### src/rtl/ccff_chain_loader.sv
// Configuration-chain loader: serialises valid/ready bitstream words LSB-first onto ccff_head.
// Optional CCFF_CHAIN_LOADER_READBACK_EN adds a CRC-16-CCITT over ccff_tail as readback_crc.
module ccff_chain_loader #(
    parameter int unsigned WORD_WIDTH = 8,
    parameter int unsigned CHAIN_LEN  = 64,
    parameter int unsigned CNT_WIDTH  = $clog2(CHAIN_LEN + 1)
) (
    input  logic                  prog_clk,
    input  logic                  pReset,
    input  logic                  start,
    input  logic [WORD_WIDTH-1:0] cfg_data,
    input  logic                  cfg_valid,
    output logic                  cfg_ready,
    output logic                  ccff_head,
    input  logic                  ccff_tail,
    output logic                  prog_clk_en,
    output logic                  busy,
    output logic                  done,
    output logic [CNT_WIDTH-1:0]  bit_count
`ifdef CCFF_CHAIN_LOADER_READBACK_EN
    ,
    output logic [15:0]           readback_crc
`endif
);

    localparam int unsigned LW = $clog2(WORD_WIDTH + 1);

    typedef enum logic [1:0] {StIdle, StLoad, StDone} state_e;

    state_e                state_q, state_d;
    logic [WORD_WIDTH-1:0] shift_q, shift_d;
    logic [LW-1:0]         left_q, left_d;
    logic [CNT_WIDTH-1:0]  acc_q, acc_d;
    logic [CNT_WIDTH-1:0]  count_q, count_d;
    logic                  head_q, head_d;
    logic                  en_q, en_d;
    logic                  accept;
    int unsigned           remaining;
    int unsigned           take;

    always_comb begin
        remaining = CHAIN_LEN - 32'(acc_q);
        // Final word may be partial: only the bits the chain still needs are counted and shifted.
        take      = (remaining < WORD_WIDTH) ? remaining : WORD_WIDTH;
        cfg_ready = (state_q == StLoad) && (32'(acc_q) < CHAIN_LEN) &&
                    ((left_q == '0) || ((left_q == LW'(1)) && en_q));
        accept    = cfg_ready && cfg_valid;

        state_d = state_q;
        shift_d = shift_q;
        left_d  = left_q;
        acc_d   = acc_q;
        count_d = count_q;
        head_d  = head_q;
        en_d    = 1'b0;

        unique case (state_q)
            StIdle, StDone: begin
                if (start) begin
                    state_d = StLoad;
                    left_d  = '0;
                    acc_d   = '0;
                    count_d = '0;
                end
            end
            StLoad: begin
                if (en_q) begin
                    count_d = count_q + CNT_WIDTH'(1);
                    left_d  = left_q - LW'(1);
                    if (32'(count_q) + 32'd1 == CHAIN_LEN) begin
                        state_d = StDone;
                    end
                end
                if (accept) begin
                    head_d  = cfg_data[0];
                    shift_d = cfg_data >> 1;
                    left_d  = LW'(take);
                    acc_d   = CNT_WIDTH'(32'(acc_q) + take);
                    en_d    = 1'b1;
                end else if (en_q && (left_q > LW'(1))) begin
                    head_d  = shift_q[0];
                    shift_d = shift_q >> 1;
                    en_d    = 1'b1;
                end
            end
            default: state_d = StIdle;
        endcase
    end

    always_ff @(posedge prog_clk) begin
        if (pReset) begin
            state_q <= StIdle;
            shift_q <= '0;
            left_q  <= '0;
            acc_q   <= '0;
            count_q <= '0;
            head_q  <= 1'b0;
            en_q    <= 1'b0;
        end else begin
            state_q <= state_d;
            shift_q <= shift_d;
            left_q  <= left_d;
            acc_q   <= acc_d;
            count_q <= count_d;
            head_q  <= head_d;
            en_q    <= en_d;
        end
    end

    assign ccff_head   = head_q;
    assign prog_clk_en = en_q;
    assign busy        = (state_q == StLoad);
    assign done        = (state_q == StDone);
    assign bit_count   = count_q;

`ifdef CCFF_CHAIN_LOADER_READBACK_EN
    logic [15:0] crc_q, crc_d;

    always_comb begin
        crc_d = crc_q;
        if (start && (state_q != StLoad)) begin
            crc_d = 16'hFFFF;
        end else if (en_q) begin
            crc_d = {crc_q[14:0], 1'b0} ^ ({16{crc_q[15] ^ ccff_tail}} & 16'h1021);
        end
    end

    always_ff @(posedge prog_clk) begin
        if (pReset) begin
            crc_q <= 16'hFFFF;
        end else begin
            crc_q <= crc_d;
        end
    end

    assign readback_crc = crc_q;
`else
    logic unused_tail;
    assign unused_tail = ccff_tail;
`endif

endmodule

### config.mk
export PLATFORM = sky130hd
export DESIGN_NAME = ccff_chain_loader
export DESIGN_NICKNAME = d
export VERILOG_FILES = /design/src/rtl/ccff_chain_loader.sv
export SDC_FILE = /design/constraint.sdc
export NUM_CORES = 1
export LEC_CHECK = 0
export ABC_CLOCK_PERIOD_IN_PS = 2400
export BUFFER_PORTS_ARGS = -buffer_cell sky130_fd_sc_hd__buf_2
export CELL_PAD_IN_SITES_DETAIL_PLACEMENT = 1
export CELL_PAD_IN_SITES_GLOBAL_PLACEMENT = 2
export CORE_ASPECT_RATIO = 1.1
export CORE_MARGIN = 2
export CORE_UTILIZATION = 30
export CTS_CLUSTER_DIAMETER = 60
export DETAILED_ROUTE_END_ITERATION = 8
export GPL_ROUTABILITY_DRIVEN = 0
export PLACE_DENSITY = 0.74
export SKIP_LAST_GASP = 1
export SYNTH_ARGS = -nofsm -noshare
export SYNTH_HDL_FRONTEND = slang
export SYNTH_SLANG_ARGS = --single-unit
### constraint.sdc
create_clock -name prog_clk -period 2.4 [get_ports prog_clk]
set_input_delay 0.36 -clock prog_clk [delete_from_list [all_inputs] [get_ports prog_clk]]
set_output_delay 0.36 -clock prog_clk [all_outputs]
set_load 0.02 [all_outputs]
==> impl_metrics.tcl <==
set metrics [dict create \
    run_status "finished, violations left" \
    violations "negative setup slack" \
    netlist_top_cells_area "dfxtp_1 (33%), ha_1 (7.1%), a21oi_1 (5.1%)" \
    place_inst 329 \
    clockBufferDepth 2 \
    routedWlPerCell_um 14.9 \
    fin_crit_sh_pct 102 \
    fin_nets 285 \
    rsz0062_at_grt "true" \
    synth_cell_types 45 \
    irDropWorstVdd_uv 316 \
    clk_latency_ns 0.27 \
    cts_buffers 5 \
    critPathArrivalTime_ns 2.65 \
    dieArea_sq_mm 0.00648 \
    cp_cell_sequence "inv_1 -> ha_4 -> nor3b_4 -> mux2_4 -> or2_4 -> nor2_4 -> ha_4 -> nand4_1 -> o21ai_2 -> a2111o_1 -> o211ai_2" \
    overflow 0 \
    boundaryPins 25 \
    grt_pass1_vias 1796 \
    cts_tree "yes" \
    relSlewSlack_pct 62.7 \
    grtUsageMet3_pct 3.23 \
    start_util_pct 30.8 \
    synthTopCellsByCount "dfxtp_1 (29), nand2_1 (24), a21oi_1 (18)" \
    start_kind "register" \
    hold_ws_ns 0.324 \
    ys_async_sr_fraction_pct 0 \
    slew_violations 0 \
    synth-edff-count 0 \
    max_stage_delay_ns 0.42 \
    power.total_mw 1.08 \
    numPortBuffers 23 \
    drc 0 \
    tightest_slew_ns 0.560 \
    required_ns 2.61 \
    synth-xor-area-share_pct 1.99 \
    yosys.area_share.simple_pct 27.7 \
    vias_per_cell 5.28 \
    clock_skew_ns 0.00735 \
    diodes 0 \
    h-tree-depth 2 \
    power_density_mw_per_mm2 476 \
    synth-compound-area-share_pct 23.5 \
    grt.busiest_layer "met2" \
    reg2reg_slack_ns -0.05 \
    synth_top_family_by_area "simple AND/OR/NAND/NOR gates" \
    critPathMostFrequentCell "ha_4" \
    core_area_sq_mm 0.00570 \
    synth_cells 220 \
    synth_fa_ha_area_share_pct 8.26 \
    antenna_found_initial 0 \
    fmax_mhz 408 \
    cp_max_fo 4 \
    p_leak_nw 0.902 \
    final_hold_viol_count 0 \
    final-setup-viol-count 1 \
    met1_usage_pct 20.0 \
    syn_area_per_cell_sq_um 7.98 \
    clkTransAtPathRegs_ns 0.06 \
    grtUsageTotal_pct 16.2 \
    synth_top_area_share_pct 33.0 \
    wl_mm 5.05 \
    cp-end-kind "register" \
    cts_sinks 29 \
    fp.dieH_um 84.3 \
    crit_type "reg2reg" \
    post-place-ws_ns -0.109 \
    drive_gt1_share_pct 28.6 \
    yosysTopAreaCell "dfxtp_1" \
    synth_ff_type "dfxtp_1" \
    setup_slack_ns -0.0487 \
    drv_cap 0 \
    setup_tns_ns -0.0487 \
    hpwl_mm 3.72 \
    fp.dieW_um 77.0 \
    cts-root-buf "clkbuf_8" \
    ys_ff_latch 29 \
    fin_crit_ns 2.45 \
    areaGrowthSynthToFinish_pct 29.3 \
    hp-class "in2reg" \
    netlist_area_sq_mm 0.00176 \
    grt_start_max_net_pins 30 \
    synth_seq_area_share_pct 33.0 \
    drtIter0Drc 67 \
    via_count 1790 \
    ys_warn_count 0 \
    critPathSlowestCell "a2111o_1" \
    synth_mux_area_share_pct 0.641 \
    row_count 29 \
    use_met2_pct 28.7 \
    final_cells 339 \
    firstDrtPassIters 4 \
    grt_pass1_wl_mm 8.57 \
    ant_nets 0 \
    yosysMostFrequentCell "dfxtp_1" \
]
## path summary, 6_finish.rpt
check	end	from	depth (start not counted)
worst max-delay path	acc_q[5]$_SDFFE_PP0P_	acc_q[1]$_SDFFE_PP0P_	11
worst min-delay path	shift_q[6]$_SDFFE_PP0P_	cfg_data[7]	3
worst max register to register	acc_q[5]$_SDFFE_PP0P_	acc_q[1]$_SDFFE_PP0P_	11
worst min register to register	ccff_head$_SDFFE_PP0P_	shift_q[0]$_SDFFE_PP0P_	2
## critical path: cells and delay by family, from the launching register on
family                     cells  cell delay [ns]
muxes                          1             0.32
and+or+nand+nor                4             0.71
buffers and inverters          1             0.10
DFF                            1             0.33
adders and majority gates      2             0.35
AOI/OAI and AO/OA              3             0.57
## report_power, final
| group | switching [mW] | total (mW) | internal, mW | leakage [nW] |
|---|---|---|---|---|
| combinational | 0.104 | 0.178 | 0.0745 | 0.626 |
| sequential | 0.0193 | 0.521 | 0.502 | 0.236 |
| clock | 0.177 | 0.383 | 0.206 | 0.0395 |
## registers in the layout (all words and copies together), names as in the netlist
| register | flops |
|---|---|
| bit_count | 7 |
| prog_clk_en | 1 |
| acc_q | 7 |
| left_q | 4 |
| state_q | 2 |
| ccff_head | 1 |
| shift_q | 7 |
## cells by family after synthesis
group,count (synthesis)
and+or+nand+nor,93
other,1
buffers and inverters,20
adders and majority gates,11
DFF,29
AOI/OAI and AO/OA,61
muxes,1
xor gates and xnor gates,4
## per-layer routing
metal | routed length [um] | vias to the layer above
li1 | - | 892
met1 | 2380 | 869
met2 | 2460 | 25
met3 | 159 | 4
met4 | 49 | 0
met5 | 0 | -
## cell type report
class                   count  area (sq um)
clock buffers               8          80.1
fillers                   722          3420
inverters                   7          26.3
multi-input cells         172          1200
flip-flops and latches     29           583
well taps                  77          96.3
repair buffers             46           288
## placed cells by master (no fill, tap or decap), types with 5 or more instances in the layout
| master | instances |
|---|---|
| a21oi_1 | 15 |
| a311oi_1 | 9 |
| buf_2 | 23 |
| buf_4 | 23 |
| clkbuf_8 | 5 |
| dfxtp_1 | 27 |
| ha_1 | 7 |
| inv_1 | 6 |
| nand2_1 | 24 |
| nand3_1 | 8 |
| nand3b_1 | 5 |
| nor2_1 | 14 |
| nor3_1 | 12 |
| o21ai_0 | 10 |
| or3_1 | 5 |
## metrics by stage
stage               util (%)  cell area (sq um)
floorplan                  -               1790
global placement        36.9               2100
detailed placement      36.9               2100
CTS                     39.2               2230
global route            39.9               2270
finish                  39.9               2270
## what timing repair did
action | CTS | global route
pin swaps | 5 | 8
buffers inserted | 2 | 0
gates resized for setup | 7 | 7
hold buffers | 0 | 0
gates cloned | 0 | 0
setup endpoints to repair | 3 | 5
Power figures use the tool's default switching activity.
